### src/rtl/peak_batch_scheduler.sv
// rtl/peak_batch_scheduler.sv - front-end batch sequencer for the shared FFT peak detector
//
// Admits one complete FFT batch at a time and forwards it to the peak detector
// with one cycle of latency. While the detector is working on a batch (or a
// batch is being passed through), new batches are dropped. Malformed batches
// are aborted by sending the detector a bare end-of-packet marker. A timer
// bounds how long the scheduler waits for the detector's result record.
//
// Ports:
//   clk, reset        clock, synchronous active-high reset
//   enable            high: new batches may be admitted
//   in_sop/in_eop/in_valid/in_re/in_im
//                     FFT output stream (one re/im entry per valid cycle)
//   pd_sop/pd_eop/pd_valid/pd_re/pd_im
//                     registered stream into the detector sink
//   res_valid/res_eop detector result beats
//   busy              high while a batch is passing through or awaiting results
//   frame_done        pulse: a good result record completed
//   err_len           pulse: malformed batch or malformed result record
//   err_timeout       pulse: detector did not finish in time
//   frame_cnt/drop_cnt saturating completed-frame and dropped-batch counters

module peak_batch_scheduler #(
  parameter int BATCH_SIZE = 1024,
  parameter int DATA_WIDTH = 16,
  parameter int NPEAKS     = 4,
  parameter int TIMEOUT    = 4096
) (
  input  logic                  clk,
  input  logic                  reset,
  input  logic                  enable,
  input  logic                  in_sop,
  input  logic                  in_eop,
  input  logic                  in_valid,
  input  logic [DATA_WIDTH-1:0] in_re,
  input  logic [DATA_WIDTH-1:0] in_im,
  output logic                  pd_sop,
  output logic                  pd_eop,
  output logic                  pd_valid,
  output logic [DATA_WIDTH-1:0] pd_re,
  output logic [DATA_WIDTH-1:0] pd_im,
  input  logic                  res_valid,
  input  logic                  res_eop,
  output logic                  busy,
  output logic                  frame_done,
  output logic                  err_len,
  output logic                  err_timeout,
  output logic [15:0]           frame_cnt,
  output logic [15:0]           drop_cnt
);

  localparam int CNT_W  = $clog2(BATCH_SIZE) + 2;
  localparam int TMR_W  = $clog2(TIMEOUT) + 1;
  localparam int BEAT_W = $clog2(NPEAKS + 1) + 1;

  localparam logic [CNT_W-1:0]  BS_FULL = CNT_W'(BATCH_SIZE);
  localparam logic [CNT_W-1:0]  BS_M1   = CNT_W'(BATCH_SIZE - 1);
  localparam logic [TMR_W-1:0]  TMO_M1  = TMR_W'(TIMEOUT - 1);
  localparam logic [BEAT_W-1:0] NP_M1   = BEAT_W'(NPEAKS - 1);

  typedef enum logic [1:0] {
    S_IDLE = 2'd0,
    S_PASS = 2'd1,
    S_WAIT = 2'd2
  } state_t;

  state_t                state_q, state_d;
  logic [CNT_W-1:0]      cnt_q, cnt_d;
  logic [TMR_W-1:0]      timer_q, timer_d;
  logic [BEAT_W-1:0]     beats_q, beats_d;
  logic                  pd_sop_q, pd_sop_d;
  logic                  pd_eop_q, pd_eop_d;
  logic                  pd_valid_q, pd_valid_d;
  logic [DATA_WIDTH-1:0] pd_re_q, pd_re_d;
  logic [DATA_WIDTH-1:0] pd_im_q, pd_im_d;
  logic                  busy_q, busy_d;
  logic                  frame_done_q, frame_done_d;
  logic                  err_len_q, err_len_d;
  logic                  err_timeout_q, err_timeout_d;
  logic [15:0]           frame_cnt_q, frame_cnt_d;
  logic [15:0]           drop_cnt_q, drop_cnt_d;

  // Per-cycle decisions, applied uniformly after the state case.
  logic fwd;
  logic abort;
  logic drop_inc;
  logic frame_inc;
  logic to_wait;

  always_comb begin
    state_d       = state_q;
    cnt_d         = cnt_q;
    timer_d       = timer_q;
    beats_d       = beats_q;
    pd_sop_d      = 1'b0;
    pd_eop_d      = 1'b0;
    pd_valid_d    = 1'b0;
    pd_re_d       = pd_re_q;
    pd_im_d       = pd_im_q;
    frame_done_d  = 1'b0;
    err_len_d     = 1'b0;
    err_timeout_d = 1'b0;
    fwd           = 1'b0;
    abort         = 1'b0;
    drop_inc      = 1'b0;
    frame_inc     = 1'b0;
    to_wait       = 1'b0;

    // Skipping the remainder of a dropped batch needs no extra state: only an
    // in_sop can start a batch, and non-sop entries are ignored outside PASS.
    unique case (state_q)
      S_IDLE: begin
        if (in_valid && in_sop) begin
          if (!enable) begin
            drop_inc = 1'b1;
          end else if (in_eop && (BS_M1 != '0)) begin
            // Single-entry batch when batches are longer than one entry.
            abort = 1'b1;
          end else begin
            fwd   = 1'b1;
            cnt_d = CNT_W'(1);
            if (in_eop) begin
              to_wait = 1'b1;
            end else begin
              state_d = S_PASS;
            end
          end
        end
      end

      S_PASS: begin
        if (in_valid) begin
          if (in_sop) begin
            // A new batch overlapping the current one: abort the current
            // batch and treat the newcomer as dropped.
            abort    = 1'b1;
            drop_inc = 1'b1;
          end else if (in_eop) begin
            if (cnt_q == BS_M1) begin
              fwd     = 1'b1;
              to_wait = 1'b1;
            end else begin
              abort = 1'b1;
            end
          end else if (cnt_q == BS_FULL) begin
            // A full batch has been forwarded and more entries keep coming.
            abort = 1'b1;
          end else begin
            fwd   = 1'b1;
            cnt_d = cnt_q + CNT_W'(1);
          end
        end
      end

      S_WAIT: begin
        if (in_valid && in_sop) begin
          drop_inc = 1'b1;
        end
        // A closing result beat takes priority over an expiring timer.
        if (res_valid && res_eop) begin
          if (beats_q == NP_M1) begin
            frame_done_d = 1'b1;
            frame_inc    = 1'b1;
          end else begin
            err_len_d = 1'b1;
          end
          state_d = S_IDLE;
        end else if (timer_q == TMO_M1) begin
          err_timeout_d = 1'b1;
          state_d       = S_IDLE;
        end else begin
          timer_d = timer_q + TMR_W'(1);
          if (res_valid && (beats_q != '1)) begin
            beats_d = beats_q + BEAT_W'(1);
          end
        end
      end

      default: begin
        state_d = S_IDLE;
      end
    endcase

    if (fwd) begin
      pd_valid_d = 1'b1;
      pd_sop_d   = in_sop;
      pd_eop_d   = in_eop;
      pd_re_d    = in_re;
      pd_im_d    = in_im;
    end

    if (to_wait) begin
      state_d = S_WAIT;
      cnt_d   = '0;
      timer_d = '0;
      beats_d = '0;
    end

    // A bare end-of-packet marker flushes the detector's partial batch.
    if (abort) begin
      pd_eop_d  = 1'b1;
      err_len_d = 1'b1;
      state_d   = S_IDLE;
      cnt_d     = '0;
    end

    frame_cnt_d = frame_cnt_q;
    if (frame_inc && (frame_cnt_q != 16'hFFFF)) begin
      frame_cnt_d = frame_cnt_q + 16'd1;
    end

    drop_cnt_d = drop_cnt_q;
    if (drop_inc && (drop_cnt_q != 16'hFFFF)) begin
      drop_cnt_d = drop_cnt_q + 16'd1;
    end

    busy_d = (state_d == S_PASS) || (state_d == S_WAIT);
  end

  always_ff @(posedge clk) begin
    if (reset) begin
      state_q       <= S_IDLE;
      cnt_q         <= '0;
      timer_q       <= '0;
      beats_q       <= '0;
      pd_sop_q      <= 1'b0;
      pd_eop_q      <= 1'b0;
      pd_valid_q    <= 1'b0;
      pd_re_q       <= '0;
      pd_im_q       <= '0;
      busy_q        <= 1'b0;
      frame_done_q  <= 1'b0;
      err_len_q     <= 1'b0;
      err_timeout_q <= 1'b0;
      frame_cnt_q   <= '0;
      drop_cnt_q    <= '0;
    end else begin
      state_q       <= state_d;
      cnt_q         <= cnt_d;
      timer_q       <= timer_d;
      beats_q       <= beats_d;
      pd_sop_q      <= pd_sop_d;
      pd_eop_q      <= pd_eop_d;
      pd_valid_q    <= pd_valid_d;
      pd_re_q       <= pd_re_d;
      pd_im_q       <= pd_im_d;
      busy_q        <= busy_d;
      frame_done_q  <= frame_done_d;
      err_len_q     <= err_len_d;
      err_timeout_q <= err_timeout_d;
      frame_cnt_q   <= frame_cnt_d;
      drop_cnt_q    <= drop_cnt_d;
    end
  end

  assign pd_sop      = pd_sop_q;
  assign pd_eop      = pd_eop_q;
  assign pd_valid    = pd_valid_q;
  assign pd_re       = pd_re_q;
  assign pd_im       = pd_im_q;
  assign busy        = busy_q;
  assign frame_done  = frame_done_q;
  assign err_len     = err_len_q;
  assign err_timeout = err_timeout_q;
  assign frame_cnt   = frame_cnt_q;
  assign drop_cnt    = drop_cnt_q;

endmodule

### config.mk
export PLATFORM = sky130hd
export DESIGN_NAME = peak_batch_scheduler
export DESIGN_NICKNAME = d
export VERILOG_FILES = /design/src/rtl/peak_batch_scheduler.sv
export SDC_FILE = /design/constraint.sdc
export NUM_CORES = 1
export LEC_CHECK = 0
export ABC_AREA = 1
export BUFFER_PORTS_ARGS = -buffer_cell sky130_fd_sc_hd__clkbuf_2
export CAP_MARGIN = 20
export CORE_UTILIZATION = 40
export CTS_BUF_LIST = sky130_fd_sc_hd__clkbuf_2
export CTS_CLUSTER_SIZE = 28
export DETAILED_ROUTE_END_ITERATION = 6
export GPL_TIMING_DRIVEN = 0
export SLEW_MARGIN = 10
export SYNTH_ARGS = -nofsm -noshare
export SYNTH_HDL_FRONTEND = slang
export SYNTH_SLANG_ARGS = --single-unit
### constraint.sdc
create_clock -name clk -period 4.28 [get_ports clk]
set_input_delay 0.214 -clock clk [delete_from_list [all_inputs] [get_ports clk]]
set_output_delay 0.214 -clock clk [all_outputs]
set_load 0.03 [all_outputs]
* Yosys cells after proc, flatten, opt, wreduce, memory -nomap -nowiden
Cells that the tools add are included.
W data, S select, Z words.
** Cells by class
- Add/subtract/negate cells :: 5
- Equal/unequal tests :: 18
- Muxes and demuxes :: 55
- Bitwise operators :: 4
- Reduce and logical (&&, ||, !) cells :: 15
** Operators with widths (count)
- $mux W12 :: 7
- $mux W1 :: 36
- $add A16 B1 Y16 const B :: 2
- $ne A16 B16 Y1 const B :: 2
- $pmux W12 S2 :: 1
- $mux W2 :: 7
- $ne A2 B2 Y1 const B :: 7
- $add A13 B1 Y13 const B :: 1
- $eq A13 B12 Y1 const B :: 1
- $add A12 B1 Y12 const B :: 1
- $eq A12 B10 Y1 const B :: 1
- $eq A12 B11 Y1 const B :: 1
- $reduce_and A8 Y1 :: 1
- $pmux W2 S3 :: 1
- $reduce_or A3 Y1 :: 2
- $logic_and A1 B1 Y1 :: 5
- $add A4 B1 Y4 const B :: 1
- $eq A2 B1 Y1 const B :: 2
- $eq A2 B2 Y1 const B :: 2
- $eq A4 B2 Y1 const B :: 1
- $ne A4 B4 Y1 const B :: 1
- $not A1 Y1 :: 4
- $pmux W1 S2 :: 2
- $reduce_and A4 Y1 :: 1
- other kinds (6) :: 7
** Word-level totals
- Flip-flop bits (word level) :: 102
- Output and inout bits :: 71
- Logic and storage cells :: 112

* Logic depth before layout (Yosys ltp)
- Word-level depth :: 10
- Depth in mapped cells :: 13
- Depth with buffers taken out :: 12

* Least setup slack after synthesis
OpenSTA, ideal clock, no wires.
- Path type :: reg2reg
- Start point :: reg frame_cnt_q[1], in the netlist frame_cnt[1]
- End point :: reg frame_cnt_q[11], in the netlist frame_cnt[11]
- Data arrival time :: 1698 ps
- Data required time :: 4148 ps
- Slack :: 2450 ps
- Cell stages (with the launch flop) :: 12
- Path buffers :: 1
- Clock period less this slack :: 1830 ps
- Cells stage by stage :: dfxtp_1 ha_1 nand3_1 inv_1 nand2_1 inv_1 nand3_1 nand2_2 inv_1 buf_2 nand2_1 a21oi_1
** Between the ends
- Longest elaborated chain between the ends :: 2
- Elaborated cells between the ends (all ways) :: 3
- Classes of those cells :: add/sub: 1; eq/ne: 1; reduce/logical: 1
** Ends and longest elaborated chain
- start: declaration :: RTL line 80 : logic [15:0] frame_cnt_q, frame_cnt_d;
- start signal: assignment :: RTL line 251 : frame_cnt_q <= frame_cnt_d;
- branches (longest 2 deep; another with $add A16 B1 Y16)
Several ways; the timed one is not identified.
A chain may end at the register's enable or synchronous reset.

* Worst setup path in the final report
- Start point :: in res_valid
- End point :: reg frame_cnt_q[7], in the netlist frame_cnt[7]
** Between the ends
- Longest elaborated chain between the ends :: 4
** Ends and longest elaborated chain
- start: declaration :: RTL line 42 : input logic res_valid,
- $logic_and A1 B1 Y1 :: RTL line 160 : if (res_valid && res_eop) begin
- $mux W1 :: RTL line 160
- $mux W1
- $logic_and A1 B1 Y1 :: RTL line 208 : if (frame_inc && (frame_cnt_q != 16'hFFFF)) begin
No other way between the ends.

==> impl_results.md <==
* Outcome: finished clean
* Final setup TNS at 0 ns
* Crit end category: flip-flop
* Die ar. at 14070 um^2
* P_int at 1191 uW
* PortBufs at 110
* FF+latch count, synth at between 100 and 150
* Endpoints failing hold at 0
* Number of top-level pins at 111
* LEAKAGE at approximately 0.003 uW
* CTS Buf Count at 9
* Register area share after synthesis at 37.54%
* R2R Setup Slk at 2.25 ns
* # Max-Cap Violations at 0
* Critical Path Start Type: input pin
* Detailed Place HPWL at 10340 um
* Clock Skews at between 0.02 and 0.025 ns
* Post-DR vias/cell at 4.806
* # hold bufs at CTS at 38
* Die H at 118.6 um
* Synth Area per Inst at 6.706 um^2
* Initial antenna violation count at 1
* Vias in the first global route at approximately 5000
* Syn Inst Count at 811
* Power per cell area at between 200 and 250 nW/um^2
* Worst r2r path cells at 9
* Drt first-iter violations at ~360
* Tcrit/Tclk final at between 40 and 50%
* Synth top area cells: dfxtp_1 (38%), nand2_1 (15%), nor2_1 (8.2%)
* Max VDD drop at 0.1245 mV
* Setup repair bufs after CTS at 0
* CTS sink cnt at 102
* Final Power at 1674 uW
* Unrepaired setup endpoints after global routing: no
* Slew headroom at between 60% and 70%
* Post-synth top cells: nand2_1 (218), nor2_1 (119), dfxtp_1 (102)
* Starting Density at between 40% and 50%
* Routed Antenna Nets at 0
* Post-Syn Area at 5439 um^2
* Clock transition at path regs at ~0.28 ns
* Yosys warning count at 0
* Count leader, synth: nand2_1
* Die X at between 100 and 150 um
* Layout cells sized above 1 at 17.64%
* WS Path Type: input pin to flip-flop
* Combinational power share at between 10% and 20%
* Top cell type's share of synthesized area at 37.54%
* Slew at the pin with the worst max-slew slack at just under 0.6 ns
* Final slew viol count at 0
* Hold Path Origin: in_valid
* Main synth FF type: dfxtp_1
* GP Congestion at 0.8391
* Clk Tree Root Cell: clkbuf_2
* Clock latency on the worst-skew pair at 0.61 ns
* Drt wl/cell at roughly 13 um
* # nets final at between 1000 and 1500
* Critical path required time at ~4.8 ns
* Vias at ~5500
* Reg-to-Reg End: cnt_q[6]$_SDFFE_PP0P_
* First-pass GRT wire length at ~24000 um
* Fillers at about 1400
* Drt first pass iters at 5
* Net Sw Power at 483.6 uW
* GRT Residual Overflow at 0
* Async SR Flop Fraction at 0%
* Largest area contributor in the netlist: dfxtp_1
* Clk network pwr share at between 20% and 30%
* Row cnt at 42
* CTS max path bufs at 2
* Hold EP: state_q[1]$_SDFF_PP0_
* Worst hold path class: input pin to flip-flop
* Routed wire length at 14480 um
* Number of flops mapped to enable cells by yosys at 0
* Area after DPL at approximately 6200 um^2
* Post-synth net total at 857
* Maximum number of pins on one net before global-route repair at 18
* Switching Fraction at 28.88%
* Residual DRC at 0
* Min cycle time layout at 2.099 ns
* Area growth from synthesis to layout at 23.42%
* Hold Slack at slightly below 0.09 ns
* PostCTS Resize Cnt at 0
* Setup-failing EPs final at 0
* Worst endpoint data arrival time at approximately 2.6 ns
* Critical R2R Launch: cnt_q[0]$_SDFFE_PP0P_
* Overall routing resource usage at 21.10%
* H-tree Lvls at 3
* Cell area after layout at between 6000 and 7000 um^2
* Worst hold path cell count at 5
* Post-synth cell types at 31
* CP max FO at 10
* Seq pwr share at 58.7%
* Fmax achieved at 0.4764 GHz
* CTS tree: done
* Core Area at 13240 um^2
-- stage by stage --
step / setup WS [ns] / std cells / utilization [%]
5_1_grt: 2.031 / 1153 / 50.69
3_3_place_gp: 2.279 / 1097 / 46.89
3_5_place_dp: 2.305 / 1097 / 46.89
4_1_cts: 2.231 / 1151 / 50.65
6_report: 2.181 / 1153 / 50.69
2_1_floorplan: 2.450 / 811 / -
-- how the worst max path moves through the flow --
stage                                   start                         end  depth (start not counted)
floorplan           frame_cnt[1]$_SDFFE_PP0P_  frame_cnt[11]$_SDFFE_PP0P_                         11
global placement        cnt_q[0]$_SDFFE_PP0P_       cnt_q[6]$_SDFFE_PP0P_                          9
detailed placement      cnt_q[0]$_SDFFE_PP0P_      cnt_q[11]$_SDFFE_PP0P_                          9
CTS                                 res_valid   frame_cnt[7]$_SDFFE_PP0P_                         12
global route            cnt_q[0]$_SDFFE_PP0P_       cnt_q[8]$_SDFFE_PP0P_                          9
finish                              res_valid   frame_cnt[7]$_SDFFE_PP0P_                         12
-- critical path, stage by stage --
cell,delay (ns)
dlygate4sd3_1,0.52
clkbuf_2,0.12
nand2_1,0.05
dlygate4sd3_1,0.54
inv_1,0.13
nand4_1,0.20
inv_1,0.12
nand2_2,0.14
inv_1,0.16
buf_2,0.25
nand2_1,0.07
a21oi_1,0.12
-- kinds of logic (layout without fill, tap and decap cells) --
kind of cell               after synthesis  in the layout  share of synthesized area, %
xor gates and xnor gates                30             30                         4.831
adders and majority gates                6              6                         1.380
and+or+nand+nor                        471            471                         38.33
other                                    0              2                             0
buffers and inverters                  109            273                         9.110
AOI/OAI and AO/OA                       93             93                         8.811
DFF                                    102            102                         37.54
-- flip-flops by register name, indices dropped and copies added (netlist names), 2 cells and up --
register   flops
drop_cnt      16
pd_re         16
state_q        2
timer_q       13
beats_q        4
pd_im         16
cnt_q         12
frame_cnt     16
-- power by group through the flow --
stage	registers, uW	clock network (uW)	logic (uW)
after detailed placement	999	0	177
after CTS	983	511	205
after floorplan	1030	0	80.2
final	983	486	206
after global placement	999	0	177
after global routing	987	544	225
-- routing by layer --
metal | track usage, % | routed length, um
met1 | 28.12 | 6974
met2 | 33.22 | 6493
met3 | 3.137 | 556
met4 | 10.21 | 453
met5 | 0 | 0
-- cell usage in the layout (no fill, tap or decap), types with 6 or more instances in the layout --
cell type and count:
nand2_2 7, buf_2 12, xnor2_1 11, buf_6 7
ha_1 6, o21ai_0 10, nand3b_1 33, dlygate4sd3_1 38
clkbuf_2 119, nand3_1 54, nand4_1 15, xor2_1 19
nor3_1 13, nor2_1 119, dfxtp_1 102, clkbuf_1 10
a21oi_1 78, nand2_1 218, inv_1 71
-- area by class of cell --
cell class	instances	area [um^2]	share of cell area (%)
antenna	2	5.005	0.07456
buffer	34	214.0	3.187
clock buffer	9	45.04	0.6710
clock inverter	7	72.57	1.081
inverter	75	281.5	4.194
multi-input combinational	600	2902	43.22
sequential	102	2042	30.42
tap	176	220.2	3.281
timing repair buffer	148	930.9	13.87
(Power assumes the default switching activity.)
